<file path="src/rtl/fib_sched_if.sv">
// fib_sched_if: requester-side and core-side signals of the Fibonacci job scheduler.
// Latency: none, this is a plain signal bundle.
// Backpressure: requesters hold req until ack; the core holds done until it accepts go.
interface fib_sched_if #(
  parameter int NUM_REQ      = 4,
  parameter int INPUT_WIDTH  = 6,
  parameter int OUTPUT_WIDTH = 32
);
  // Requester side
  logic [NUM_REQ-1:0]             req;
  logic [NUM_REQ*INPUT_WIDTH-1:0] req_n;
  logic [NUM_REQ-1:0]             ack;
  logic [NUM_REQ-1:0]             resp_valid;
  logic [OUTPUT_WIDTH-1:0]        resp_result;
  logic                           resp_overflow;
  logic                           resp_error;
  logic                           busy;

  // Shared Fibonacci core side
  logic                           core_go;
  logic [INPUT_WIDTH-1:0]         core_n;
  logic [OUTPUT_WIDTH-1:0]        core_result;
  logic                           core_overflow;
  logic                           core_done;

  // Scheduler view
  modport slave (
    input  req, req_n, core_result, core_overflow, core_done,
    output ack, resp_valid, resp_result, resp_overflow, resp_error, busy,
           core_go, core_n
  );

  // Requesters plus core view
  modport master (
    output req, req_n, core_result, core_overflow, core_done,
    input  ack, resp_valid, resp_result, resp_overflow, resp_error, busy,
           core_go, core_n
  );
endinterface

</file>
<file path="src/rtl/fib_sched.sv">
// fib_sched: round-robin scheduler sharing one Fibonacci core among NUM_REQ requesters.
// Latency: ack 1 cycle after req is seen in IDLE; resp_valid 1 cycle after core_done is seen.
// Backpressure: one job outstanding; other requests stay pending (req held) until next IDLE.
// Optional watchdog: define FIB_SCHED_TIMEOUT_EN to bound the wait for core_done.
module fib_sched #(
  parameter int NUM_REQ        = 4,
  parameter int INPUT_WIDTH    = 6,
  parameter int OUTPUT_WIDTH   = 32,
  parameter int TIMEOUT_CYCLES = 1024
) (
  input  logic       clk,
  input  logic       rst,
  fib_sched_if.slave bus
);

  localparam int IDX_W = (NUM_REQ > 1) ? $clog2(NUM_REQ) : 1;
  typedef logic [IDX_W-1:0] idx_t;
  localparam idx_t LAST_IDX = idx_t'(NUM_REQ - 1);

  typedef enum logic [2:0] {
    IDLE,
    ISSUE,
    WAIT_CLEAR,
    WAIT_DONE,
    RESPOND,
    RECOVER
  } state_e;

  state_e                  state_q;
  idx_t                    last_grant_q;
  idx_t                    winner_q;
  logic [INPUT_WIDTH-1:0]  n_q;
  logic [NUM_REQ-1:0]      ack_q;
  logic [NUM_REQ-1:0]      resp_valid_q;
  logic [OUTPUT_WIDTH-1:0] result_q;
  logic                    overflow_q;
  logic                    go_q;

  // Arbitration results for the current cycle
  logic                    grant_vld;
  idx_t                    winner_d;
  logic [INPUT_WIDTH-1:0]  n_d;
  int                      cand;
  idx_t                    cand_idx;

`ifdef FIB_SCHED_TIMEOUT_EN
  localparam int CNT_W = $clog2(TIMEOUT_CYCLES + 1);
  logic [CNT_W-1:0] to_cnt_q;
  logic             error_q;
  logic             to_hit;

  // The current wait cycle is the last one the watchdog allows.
  assign to_hit = (to_cnt_q >= CNT_W'(TIMEOUT_CYCLES - 1));
`else
  // The watchdog limit is only meaningful with the watchdog compiled in.
  logic unused_timeout_cfg;
  assign unused_timeout_cfg = (TIMEOUT_CYCLES > 0);
`endif

  function automatic logic [NUM_REQ-1:0] onehot(input idx_t i);
    logic [NUM_REQ-1:0] v;
    v    = '0;
    v[i] = 1'b1;
    return v;
  endfunction

  // Round-robin search starting just after the last requester served.
  always_comb begin
    grant_vld = 1'b0;
    winner_d  = '0;
    cand      = 0;
    cand_idx  = '0;
    for (int k = 0; k < NUM_REQ; k++) begin
      cand     = (int'(last_grant_q) + 1 + k) % NUM_REQ;
      cand_idx = idx_t'(cand);
      if (!grant_vld && bus.req[cand_idx]) begin
        grant_vld = 1'b1;
        winner_d  = cand_idx;
      end
    end
  end

  // Select the winner's n from the packed request bus.
  always_comb begin
    n_d = '0;
    for (int k = 0; k < NUM_REQ; k++) begin
      if (idx_t'(k) == winner_d) begin
        n_d = bus.req_n[k*INPUT_WIDTH +: INPUT_WIDTH];
      end
    end
  end

  // Job sequencing FSM; all outputs are registered here.
  always_ff @(posedge clk) begin
    if (rst) begin
      state_q      <= IDLE;
      last_grant_q <= LAST_IDX;
      winner_q     <= '0;
      n_q          <= '0;
      ack_q        <= '0;
      resp_valid_q <= '0;
      result_q     <= '0;
      overflow_q   <= 1'b0;
      go_q         <= 1'b0;
`ifdef FIB_SCHED_TIMEOUT_EN
      to_cnt_q     <= '0;
      error_q      <= 1'b0;
`endif
    end else begin
      // ack, go and resp_valid are single-cycle pulses.
      ack_q        <= '0;
      resp_valid_q <= '0;
      go_q         <= 1'b0;

      case (state_q)
        IDLE: begin
          if (grant_vld) begin
            winner_q <= winner_d;
            n_q      <= n_d;
            ack_q    <= onehot(winner_d);
            go_q     <= 1'b1;
            state_q  <= ISSUE;
          end
        end

        ISSUE: begin
`ifdef FIB_SCHED_TIMEOUT_EN
          to_cnt_q <= '0;
`endif
          state_q <= WAIT_CLEAR;
        end

        // core_done may still be high from the previous job; wait for it to drop.
        WAIT_CLEAR: begin
`ifdef FIB_SCHED_TIMEOUT_EN
          if (to_hit) begin
            resp_valid_q <= onehot(winner_q);
            result_q     <= '0;
            overflow_q   <= 1'b0;
            error_q      <= 1'b1;
            state_q      <= RESPOND;
          end else begin
            to_cnt_q <= to_cnt_q + 1'b1;
            if (!bus.core_done) state_q <= WAIT_DONE;
          end
`else
          if (!bus.core_done) state_q <= WAIT_DONE;
`endif
        end

        // A real result wins over a watchdog expiry in the same cycle.
        WAIT_DONE: begin
          if (bus.core_done) begin
            result_q     <= bus.core_result;
            overflow_q   <= bus.core_overflow;
            resp_valid_q <= onehot(winner_q);
            state_q      <= RESPOND;
`ifdef FIB_SCHED_TIMEOUT_EN
          end else if (to_hit) begin
            resp_valid_q <= onehot(winner_q);
            result_q     <= '0;
            overflow_q   <= 1'b0;
            error_q      <= 1'b1;
            state_q      <= RESPOND;
          end else begin
            to_cnt_q <= to_cnt_q + 1'b1;
`endif
          end
        end

        // Response is on the bus this cycle; clear it afterwards.
        RESPOND: begin
          last_grant_q <= winner_q;
          result_q     <= '0;
          overflow_q   <= 1'b0;
`ifdef FIB_SCHED_TIMEOUT_EN
          error_q      <= 1'b0;
          state_q      <= error_q ? RECOVER : IDLE;
`else
          state_q      <= IDLE;
`endif
        end

        // The abandoned job must finish before the core can take another one.
        RECOVER: begin
          if (bus.core_done) state_q <= IDLE;
        end

        default: state_q <= IDLE;
      endcase
    end
  end

  assign bus.ack           = ack_q;
  assign bus.resp_valid    = resp_valid_q;
  assign bus.resp_result   = result_q;
  assign bus.resp_overflow = overflow_q;
  assign bus.busy          = (state_q != IDLE);
  assign bus.core_go       = go_q;
  assign bus.core_n        = n_q;
`ifdef FIB_SCHED_TIMEOUT_EN
  assign bus.resp_error    = error_q;
`else
  assign bus.resp_error    = 1'b0;
`endif

endmodule

</file>
<file path="src/flat_wrapper.sv">
// flat-port wrapper written by rule: the top's interface ports become plain ports
module fib_sched_flat 
#(
  parameter int NUM_REQ        = 4,
  parameter int INPUT_WIDTH    = 6,
  parameter int OUTPUT_WIDTH   = 32,
  parameter int TIMEOUT_CYCLES = 1024
)
  (clk, rst, bus_req, bus_req_n, bus_core_result, bus_core_overflow, bus_core_done, bus_ack, bus_resp_valid, bus_resp_result, bus_resp_overflow, bus_resp_error, bus_busy, bus_core_go, bus_core_n);
  fib_sched_if #(.NUM_REQ(NUM_REQ), .INPUT_WIDTH(INPUT_WIDTH), .OUTPUT_WIDTH(OUTPUT_WIDTH)) bus_i ();
  input  logic clk;
  input  logic rst;
  input wire logic [$bits(bus_i.req)-1:0] bus_req;
  input wire logic [$bits(bus_i.req_n)-1:0] bus_req_n;
  input wire logic [$bits(bus_i.core_result)-1:0] bus_core_result;
  input wire logic [$bits(bus_i.core_overflow)-1:0] bus_core_overflow;
  input wire logic [$bits(bus_i.core_done)-1:0] bus_core_done;
  output wire logic [$bits(bus_i.ack)-1:0] bus_ack;
  output wire logic [$bits(bus_i.resp_valid)-1:0] bus_resp_valid;
  output wire logic [$bits(bus_i.resp_result)-1:0] bus_resp_result;
  output wire logic [$bits(bus_i.resp_overflow)-1:0] bus_resp_overflow;
  output wire logic [$bits(bus_i.resp_error)-1:0] bus_resp_error;
  output wire logic [$bits(bus_i.busy)-1:0] bus_busy;
  output wire logic [$bits(bus_i.core_go)-1:0] bus_core_go;
  output wire logic [$bits(bus_i.core_n)-1:0] bus_core_n;
  assign bus_i.req = bus_req;
  assign bus_i.req_n = bus_req_n;
  assign bus_i.core_result = bus_core_result;
  assign bus_i.core_overflow = bus_core_overflow;
  assign bus_i.core_done = bus_core_done;
  assign bus_ack = bus_i.ack;
  assign bus_resp_valid = bus_i.resp_valid;
  assign bus_resp_result = bus_i.resp_result;
  assign bus_resp_overflow = bus_i.resp_overflow;
  assign bus_resp_error = bus_i.resp_error;
  assign bus_busy = bus_i.busy;
  assign bus_core_go = bus_i.core_go;
  assign bus_core_n = bus_i.core_n;
  fib_sched #(.NUM_REQ(NUM_REQ), .INPUT_WIDTH(INPUT_WIDTH), .OUTPUT_WIDTH(OUTPUT_WIDTH), .TIMEOUT_CYCLES(TIMEOUT_CYCLES)) u_core (.clk(clk), .rst(rst), .bus(bus_i));
endmodule
</file>
<file path="config.mk">
export PLATFORM = sky130hd
export DESIGN_NAME = fib_sched_flat
export DESIGN_NICKNAME = d
export VERILOG_FILES = /design/src/rtl/fib_sched_if.sv /design/src/rtl/fib_sched.sv /design/src/flat_wrapper.sv
export SDC_FILE = /design/constraint.sdc
export NUM_CORES = 1
export LEC_CHECK = 0
export ABC_AREA = 1
export BUFFER_PORTS_ARGS = -buffer_cell sky130_fd_sc_hd__buf_2
export CAP_MARGIN = 20
export CORE_MARGIN = 5
export CORE_UTILIZATION = 46
export DETAILED_ROUTE_END_ITERATION = 8
export PLACE_DENSITY = 0.79
export REMOVE_ABC_BUFFERS = 1
export SYNTH_ARGS = -nofsm -noshare
export SYNTH_HDL_FRONTEND = slang
export SYNTH_SLANG_ARGS = --single-unit
</file>
<file path="constraint.sdc">
create_clock -name clk -period 2.21 [get_ports clk]
set_input_delay 0.1105 -clock clk [delete_from_list [all_inputs] [get_ports clk]]
set_output_delay 0.1105 -clock clk [all_outputs]
set_load 0.03 [all_outputs]
</file>
-- Yosys cells after proc, flatten, opt, wreduce, memory -nomap -nowiden
Index checks and enable logic that the tools add are counted.
- register bits after elaboration: 55
- input port bits: 64
- output and inout port bits: 50
- logic and storage cells: 89
- $add $sub $neg: 4
- $lt $le $gt $ge: 8
- eq/ne operators: 12
- mux-type cells: 34
- bitwise logic cells: 4
- reductions and logical operators: 18
- operator list (cell ; number):
    32-bit one-hot mux with 2 select lines ; 1
    32-bit two-way mux ; 1
    6-bit two-way mux ; 4
    2-bit by 3-bit < comparator with 1-bit output (second input constant) ; 6
    3-bit one-hot mux with 5 select lines ; 1
    1-bit two-way mux ; 12
    3-bit two-way mux ; 4
    1-bit binary-select mux with 2-bit select ; 4
    2-bit two-way mux ; 4
    3-bit by 2-bit == test with 1-bit output (second input constant) ; 2
    3-bit == test (second input constant) ; 2
    2-bit != test (second input constant) ; 3
    3-bit OR reduction ; 2
    1-bit logical AND ; 5
    2-bit by 1-bit adder with 2-bit output (second input constant) ; 2
    2-bit adder (second input constant) ; 2
    1-bit demux with 2-bit select ; 2
    2-bit == test (first input constant) ; 2
    2-bit by 1-bit >= comparator with 1-bit output (second input constant) ; 2
    1-bit NOT ; 4
    2-bit AND reduction ; 2
    4-bit AND reduction ; 1
    3-bit by 1-bit == test with 1-bit output (second input constant) ; 1
    1-bit logical NOT ; 3
    8 further kinds ; 8

-- Longest topological paths before layout
Gate-level depths: netlist (run 1).
- depth in word-level cells: 18
- mapped depth: 15
- mapped depth without buffers: 14

-- Least setup slack after synthesis (run 1)
Ideal clock, no wire load.
- kind: reg2reg
- from: register u_core.last_grant_q[0]
- to: register u_core.n_q[1] (netlist: u_core.bus.core_n[1])
- library setup time: 0.115 ns
- arrival time: 1.528 ns
- data required time: 2.095 ns
- path slack: 0.567 ns
- cell stages (with the launch flop): 15
- buffers on the path: 1
- period minus slack after synthesis: 1.643 ns
- path through: dfxtp_1 buf_6 nand2_1 nand2_2 nand2_2 nand2_2 nor2_4 nand2_1 nor2_1 nor2_2 nor2_2 nand2_1 nand4_1 nor2_1 nor2_1
- word-level cells in the longest chain between the ends: 18
- elaborated cells on any way between the ends: 35
- those cells by class: add/sub (4); eq/ne (3); mux (20); reduce/logical (8)
- RTL lines (item ; RTL line ; text):
    start, declared ; fib_sched.sv:30 ; idx_t last_grant_q;
    start signal, assigned ; fib_sched.sv:173 ; last_grant_q <= winner_q;
    2-bit by 1-bit adder with 2-bit output (*) ; fib_sched.sv:74 ; cand = (int'(last_grant_q) + 1 + k) % NUM_REQ;
    parallel branches: the longest is 17 deep, another holds 2-bit adder ; - ;
    end signal, assigned ; fib_sched.sv:119 ; n_q <= n_d;
    end, declared ; fib_sched.sv:32 ; logic [INPUT_WIDTH-1:0] n_q;
Mark *: on every way between the ends. The select of a mux whose other input is x is not followed.
A chain may end at the register's enable or synchronous reset.

-- Final worst setup path (run 1)
- from: register u_core.last_grant_q[1]
- to: register u_core.n_q[4] (netlist: u_core.bus.core_n[4])
Same word-level chain as after synthesis.

==> results of run 1 <==
==> kinds of logic after synthesis <==
group	count (synthesis)	synth area share
flip-flops	55	0.4531
AO/OA/AOI/OAI	50	0.1097
AND/OR/NAND/NOR	203	0.3630
buffers and inverters	39	0.07261
other	1	0.001543
==> synth_stat cells (2+ instances only) <==
library cell / n / area share
nor2_1: 20 / 0.031
nand2_1: 135 / 0.21
dfxtp_1: 55 / 0.45
nand2_4: 2 / 0.0093
inv_2: 5 / 0.0077
clkbuf_1: 10 / 0.015
a21oi_1: 37 / 0.076
nor2_2: 2 / 0.0051
o21ai_0: 2 / 0.0041
nand3_1: 19 / 0.039
buf_6: 3 / 0.014
nand4_1: 9 / 0.023
o21ai_1: 5 / 0.010
inv_1: 19 / 0.029
buf_4: 2 / 0.0062
o211ai_1: 2 / 0.0062
nor2_4: 3 / 0.014
nand2_2: 6 / 0.015
nor3_1: 6 / 0.012
a21oi_2: 2 / 0.0072
==> power by group through the flow <==
| stage | Combinational (uW) | Sequential (uW) | Clock (uW) |
|---|---|---|---|
| after global routing | 663 | 1120 | 622 |
| final | 593 | 1110 | 569 |
| after CTS | 597 | 1110 | 585 |
| after global placement | 587 | 1130 | 0 |
| after floorplan | 294 | 1240 | 0 |
| after detailed placement | 595 | 1130 | 0 |
==> routing by layer <==
layer / global-route usage / up-vias
met5: 0 / -
met4: 0.04739 / 0
met3: 0.04881 / 5
met2: 0.2981 / 103
met1: 0.2231 / 1091
li1: - / 1331
==> worst min-delay path by stage <==
stage | endpoint | slack, ns | depth (start not counted)
floorplan | u_core.bus.core_n[3] | 0.17 | 1
global placement | u_core.bus.resp_result[9] | 0.36 | 3
detailed placement | u_core.bus.resp_overflow | 0.37 | 3
CTS | u_core.bus.resp_result[20] | 0.04 | 3
global route | u_core.bus.resp_result[1] | 0.04 | 3
finish | u_core.bus.resp_overflow | 0.05 | 3
==> registers in the layout, summed over array words and instances (netlist names) <==
register	cells
u_core.bus.resp_valid	4
u_core.last_grant_q	2
u_core.bus.resp_result	32
u_core.state_q	3
u_core.bus.ack	4
u_core.bus.resp_overflow	1
u_core.winner_q	2
u_core.bus.core_go	1
u_core.bus.core_n	6
==> cell type report <==
cell class / count / area [um2] / area share
Multi-Input combinational cell: 254 / 1160 / 0.3720
Timing Repair Buffer: 115 / 583.1 / 0.1870
Sequential cell: 55 / 1102 / 0.3535
Clock inverter: 1 / 8.758 / 0.002809
Tap cell: 70 / 87.58 / 0.02809
Clock buffer: 7 / 86.33 / 0.02769
Inverter: 24 / 90.09 / 0.02889
==> metrics by stage <==
stage | power [uW] | setup TNS (ns) | hold slack, ns
floorplan | 1530 | -8.636 | 0.1729
global placement | 1719 | 0 | 0.3649
detailed placement | 1727 | 0 | 0.3696
CTS | 2292 | 0 | 0.04002
global route | 2404 | 0 | 0.04385
finish | 2273 | 0 | 0.05107
==> worst max-delay path: cells and delay by family, from the launching register on <==
family | cells | cell delay (ns)
AOI/OAI and AO/OA | 1 | 0.10
buffers and inverters | 1 | 0.11
DFF | 1 | 0.48
and+or+nand+nor | 12 | 1.15
==> timing repair <==
item | CTS | global route
setup buffers | 0 | 0
resized for setup | 0 | 2
hold buffers | 0 | 0
endpoints found under the setup margin | 0 | 6
==> out/qor.csv, run 1 <==
metric,value,unit
cell count of the worst reg-to-reg path,14,
Pwr per Cell Area,728.9,mW/mm2
first-pass iteration count of the detailed router,5,
Slew @ Worst Pin,0.9373,ns
endpoints failing hold,0,
post-route cell area,0.003118,mm2
final setup margin,0.3023,ns
gr usage total,0.1773,
Hold Path Origin,bus_core_overflow,
Worst setup SP type,flop,
Vert. Die Dim,82.68,um
final setup fails,0,
fraction of power consumed by the clock network,0.250,
worst-path maximum fanout,19,
Syn Area/Cell,6.982,um2
"Cell Area, Placed",0.003017,mm2
first-pass GRT wire length,9611,um
Post-Syn Area,0.002430,mm2
worst path arrival time,2.15,ns
top layer in use,met4,
Antenna Violating Nets Remaining,0,
Crit Path Category,flop to flop,
detailed placement HPWL,4667,um
Post-synth EDFFs,0,
sequential fraction of design power,0.489,
status,"finished, final reports clean",
CP peak stage delay,0.48,ns
Metal-1 WL,2730,um
share of layout cells above drive strength 1,0.3180,
critical path endpoint category,flop,
CTS root buffer,clkbuf_8,
I/O Pins,114,
P_int,1513,uW
fmax,524.2,MHz
Iter 0 DRT Violations,92,
fin. max-slew vios,0,
core area,0.005107,mm2
flop2flop setup slack,0.30,ns
GPL Wtd Cong,0.7989,
TritonCTS clock tree,yes,
vias per inst,4.810,
clock tree buffer depth,2,
met3 routed WL,685,um
Slew headroom,0.3745,
# rows,26,
Final Net Count,519,
Worst-Skew Late Latency,0.30,ns
leakage,0.001515,uW
# H-tree levels,2,
"Seq/Total Area, Yosys",0.4531,
"commonest cells after routing, fill and taps aside","nand2_1 (135), buf_2 (112), dfxtp_1 (54), a21oi_1 (37)",
Reg2Reg Launch Point,u_core.last_grant_q[1],
pin count of the biggest net entering global routing,40,
Die Area,0.006836,mm2
post-route insts no fill,526,
"Core Util, Final",0.6105,
starting density of the core,0.4757,
Routed wire per std cell,11.73,um
routed wl met2,2702,um
pre-CTS WS,0.1702,ns
gr ovfl total,0,
die width,82.68,um
yosys warns,0,
sw frac,0.3345,
top_reg_cell synth,dfxtp_1,
count of cell types in the netlist,24,
Crit-path slowest cell,dfxtp_1,
ys async rst share,0,
vias in the first global route,2242,
critical path required time,2.45,ns
Sw Pwr,760.3,uW
RSZ-0062 raised after global routing,no,
Seq cells post-synth,55,
clock sink total,55,
antenna cell count,0,
Setup crit start,u_core.last_grant_q[1],
CP endpoint,u_core.bus.core_n[4],
"Period Utilization, post-route",0.8632,
"Area growth, synth to finish",28.32,%
clock skew,0.001818,ns
CTS buffer count,5,
"Cell Chain, Critical Path",inv_2 > nand2_1 > nand2_2 > nand2_1 > nand2_1 > nand3_1 > nand2_1 > nor2_4 > nand2_4 > nor2_4 > nand2_1 > nand4_1 > nand2_1 > a21oi_2,
Hold Path Class,primary input to flop,
"commonest non-fill, non-tap cell in the layout",nand2_1,
IO Port Bufs,112,
Peak supply drop,0.3062,mV
DRC errors left,0,
Via Count,2530,
"Min Clock Period, post-route",1.908,ns
clock-pin slew on the worst setup and hold paths,0.09,ns
number of max-cap violations,0,
most frequent CP cell,nand2_1,
final WL,6172,um
fill cell count,498,
Gate power share,0.261,
placed insts,518,
RR Endpoint,u_core.bus.core_n[4],
Mapped Cells,348,
initial antenna violation count,0,
(Power assumes the default switching activity.)
==> run 2, diff against run 1 <==
MAX_ROUTING_LAYER = met4   (was not set)
==> run 2 against run 1 <==
- die area did not move
- core utilization did not move
- cell count unchanged
- worst setup slack got worse by 0.0055 ns
- critical endpoint unchanged
- fmax shrank 0.29%
- global-route usage grew 0.52 points
- register-to-register slack hardly changed
- via count is essentially flat
- combinational power hardly changed
- hold slack is essentially flat
==> out/qor.csv, run 2 (synthesis gave the netlist of run 1 again) <==
metric,value,unit
status,"finished, final reports clean",
detailed placement HPWL,4667,um
"commonest non-fill, non-tap cell in the layout",nand2_1,
gr ovfl total,0,
flop2flop setup slack,0.30,ns
DRC errors left,0,
pre-CTS WS,0.1702,ns
Via Count,2532,
setup TNS after final layout,0,ns
endpoints failing hold,0,
TritonCTS clock tree,yes,
grt met1 use,0.2265,
"Area growth, synth to finish",28.32,%
gr usage total,0.1825,
"commonest cells after routing, fill and taps aside","nand2_1 (135), buf_2 (112), dfxtp_1 (54), a21oi_1 (37)",
# rows,26,
clock tree buffer depth,2,
IO Port Bufs,112,
final setup margin,0.2968,ns
clock sink total,55,
"Min Clock Period, post-route",1.913,ns
core area,0.005107,mm2
share of layout cells above drive strength 1,0.3180,
Pwr per Cell Area,728.5,mW/mm2
hold path endpoint,u_core.bus.resp_overflow,
fill cell count,498,
Slew @ Worst Pin,0.9366,ns
first-pass iteration count of the detailed router,4,
Hold Path Origin,bus_core_overflow,
cell count of the worst reg-to-reg path,14,
Crit Path Category,flop to flop,
Antenna Violating Nets Remaining,0,
final WL,6195,um
fmax,522.7,MHz
CTS root buffer,clkbuf_8,
Reg2Reg Launch Point,u_core.last_grant_q[1],
die width,82.68,um
Largest register FFs,32,
Routed wire per std cell,11.78,um
antenna cell count,0,
"Core Util, Final",0.6105,
final setup fails,0,
worst path arrival time,2.15,ns
critical path required time,2.45,ns
hold slack,0.05123,ns
clock-pin slew on the worst setup and hold paths,0.09,ns
CTS buffer count,5,
clock skew,0.001869,ns
GR peak layer,met2,
worst-path maximum fanout,19,
grt met2 use,0.2981,
leakage,0.001515,uW
fin. max-slew vios,0,
RR Endpoint,u_core.bus.core_n[4],
GPL Wtd Cong,0.8104,
critical path endpoint category,flop,
Die Area,0.006836,mm2
"Period Utilization, post-route",0.8657,
initial antenna violation count,0,
vias in the first global route,2242,
Hold Path Class,primary input to flop,
Slew headroom,0.3749,
WHS Path Cells,3,
# H-tree levels,2,
RSZ-0062 raised after global routing,no,
number of max-cap violations,0,
first-pass GRT wire length,9625,um
Final Net Count,519,
Worst setup SP type,flop,
pin count of the biggest net entering global routing,40,
vias per inst,4.814,
Worst-Skew Late Latency,0.30,ns
GRT met3 Usage,0.04447,
Vert. Die Dim,82.68,um
starting density of the core,0.4757,
Peak supply drop,0.3061,mV
Iter 0 DRT Violations,102,
I/O Pins,114,
[run 2: power by group]
group	leakage (uW)	internal (uW)	switching, uW
clock	0.0000484	257	310
combinational	0.00102	191	402
sequential	0.000446	1060	46.9
total	0.00152	1510	759
[run 2: area by class of cell]
class                           instances  area (um2)  area share
Timing Repair Buffer                  115       583.1      0.1870
Inverter                               24       90.09     0.02889
Clock buffer                            7       86.33     0.02769
Clock inverter                          1       8.758    0.002809
Sequential cell                        55        1102      0.3535
Tap cell                               70       87.58     0.02809
Multi-Input combinational cell        254        1160      0.3720
[run 2: metrics by stage]
stage / instance area, um2 / instances / total power (uW)
2_1_floorplan: 2344 / 333 / 1530
3_3_place_gp: 3017 / 518 / 1719
3_5_place_dp: 3017 / 518 / 1727
4_1_cts: 3112 / 526 / 2292
5_1_grt: 3118 / 526 / 2406
6_report: 3118 / 526 / 2272
[run 2: how the worst max path moves through the flow]
stage	cells after the start	endpoint	slack (ns)	startpoint
2_1_floorplan	9	u_core.bus.resp_overflow	-0.26	u_core.state_q[1]
3_3_place_gp	14	u_core.bus.core_n[1]	0.25	u_core.last_grant_q[0]
3_5_place_dp	14	u_core.bus.core_n[1]	0.17	u_core.last_grant_q[0]
4_1_cts	14	u_core.bus.core_n[1]	0.16	u_core.last_grant_q[0]
5_1_grt	14	u_core.bus.core_n[1]	0.04	u_core.last_grant_q[1]
6_report	14	u_core.bus.core_n[4]	0.30	u_core.last_grant_q[1]
[run 2: what timing repair did]
action | 4_1_cts | 5_1_grt
hold buffers | 0 | 0
hold endpoints to repair | 0 | 0
buffers inserted | 0 | 0
setup endpoints to repair | 0 | 6
gates resized for setup | 0 | 2
[run 2: routing by layer]
layer  wire length (um)  share of wire
met5                  0              0
met1               2761           0.45
met3                674           0.11
met4                 53         0.0086
met2               2706           0.44
[run 2: worst max-delay path, stage by stage, from the launching register on]
cell and delay (ns):
dfxtp_1 0.48, inv_2 0.11, nand2_1 0.09, nand2_2 0.08, nand2_1 0.06, nand2_1 0.08
nand3_1 0.08, nand2_1 0.09, nor2_4 0.16, nand2_4 0.16, nor2_4 0.17, nand2_1 0.07
nand4_1 0.07, nand2_1 0.06, a21oi_2 0.10
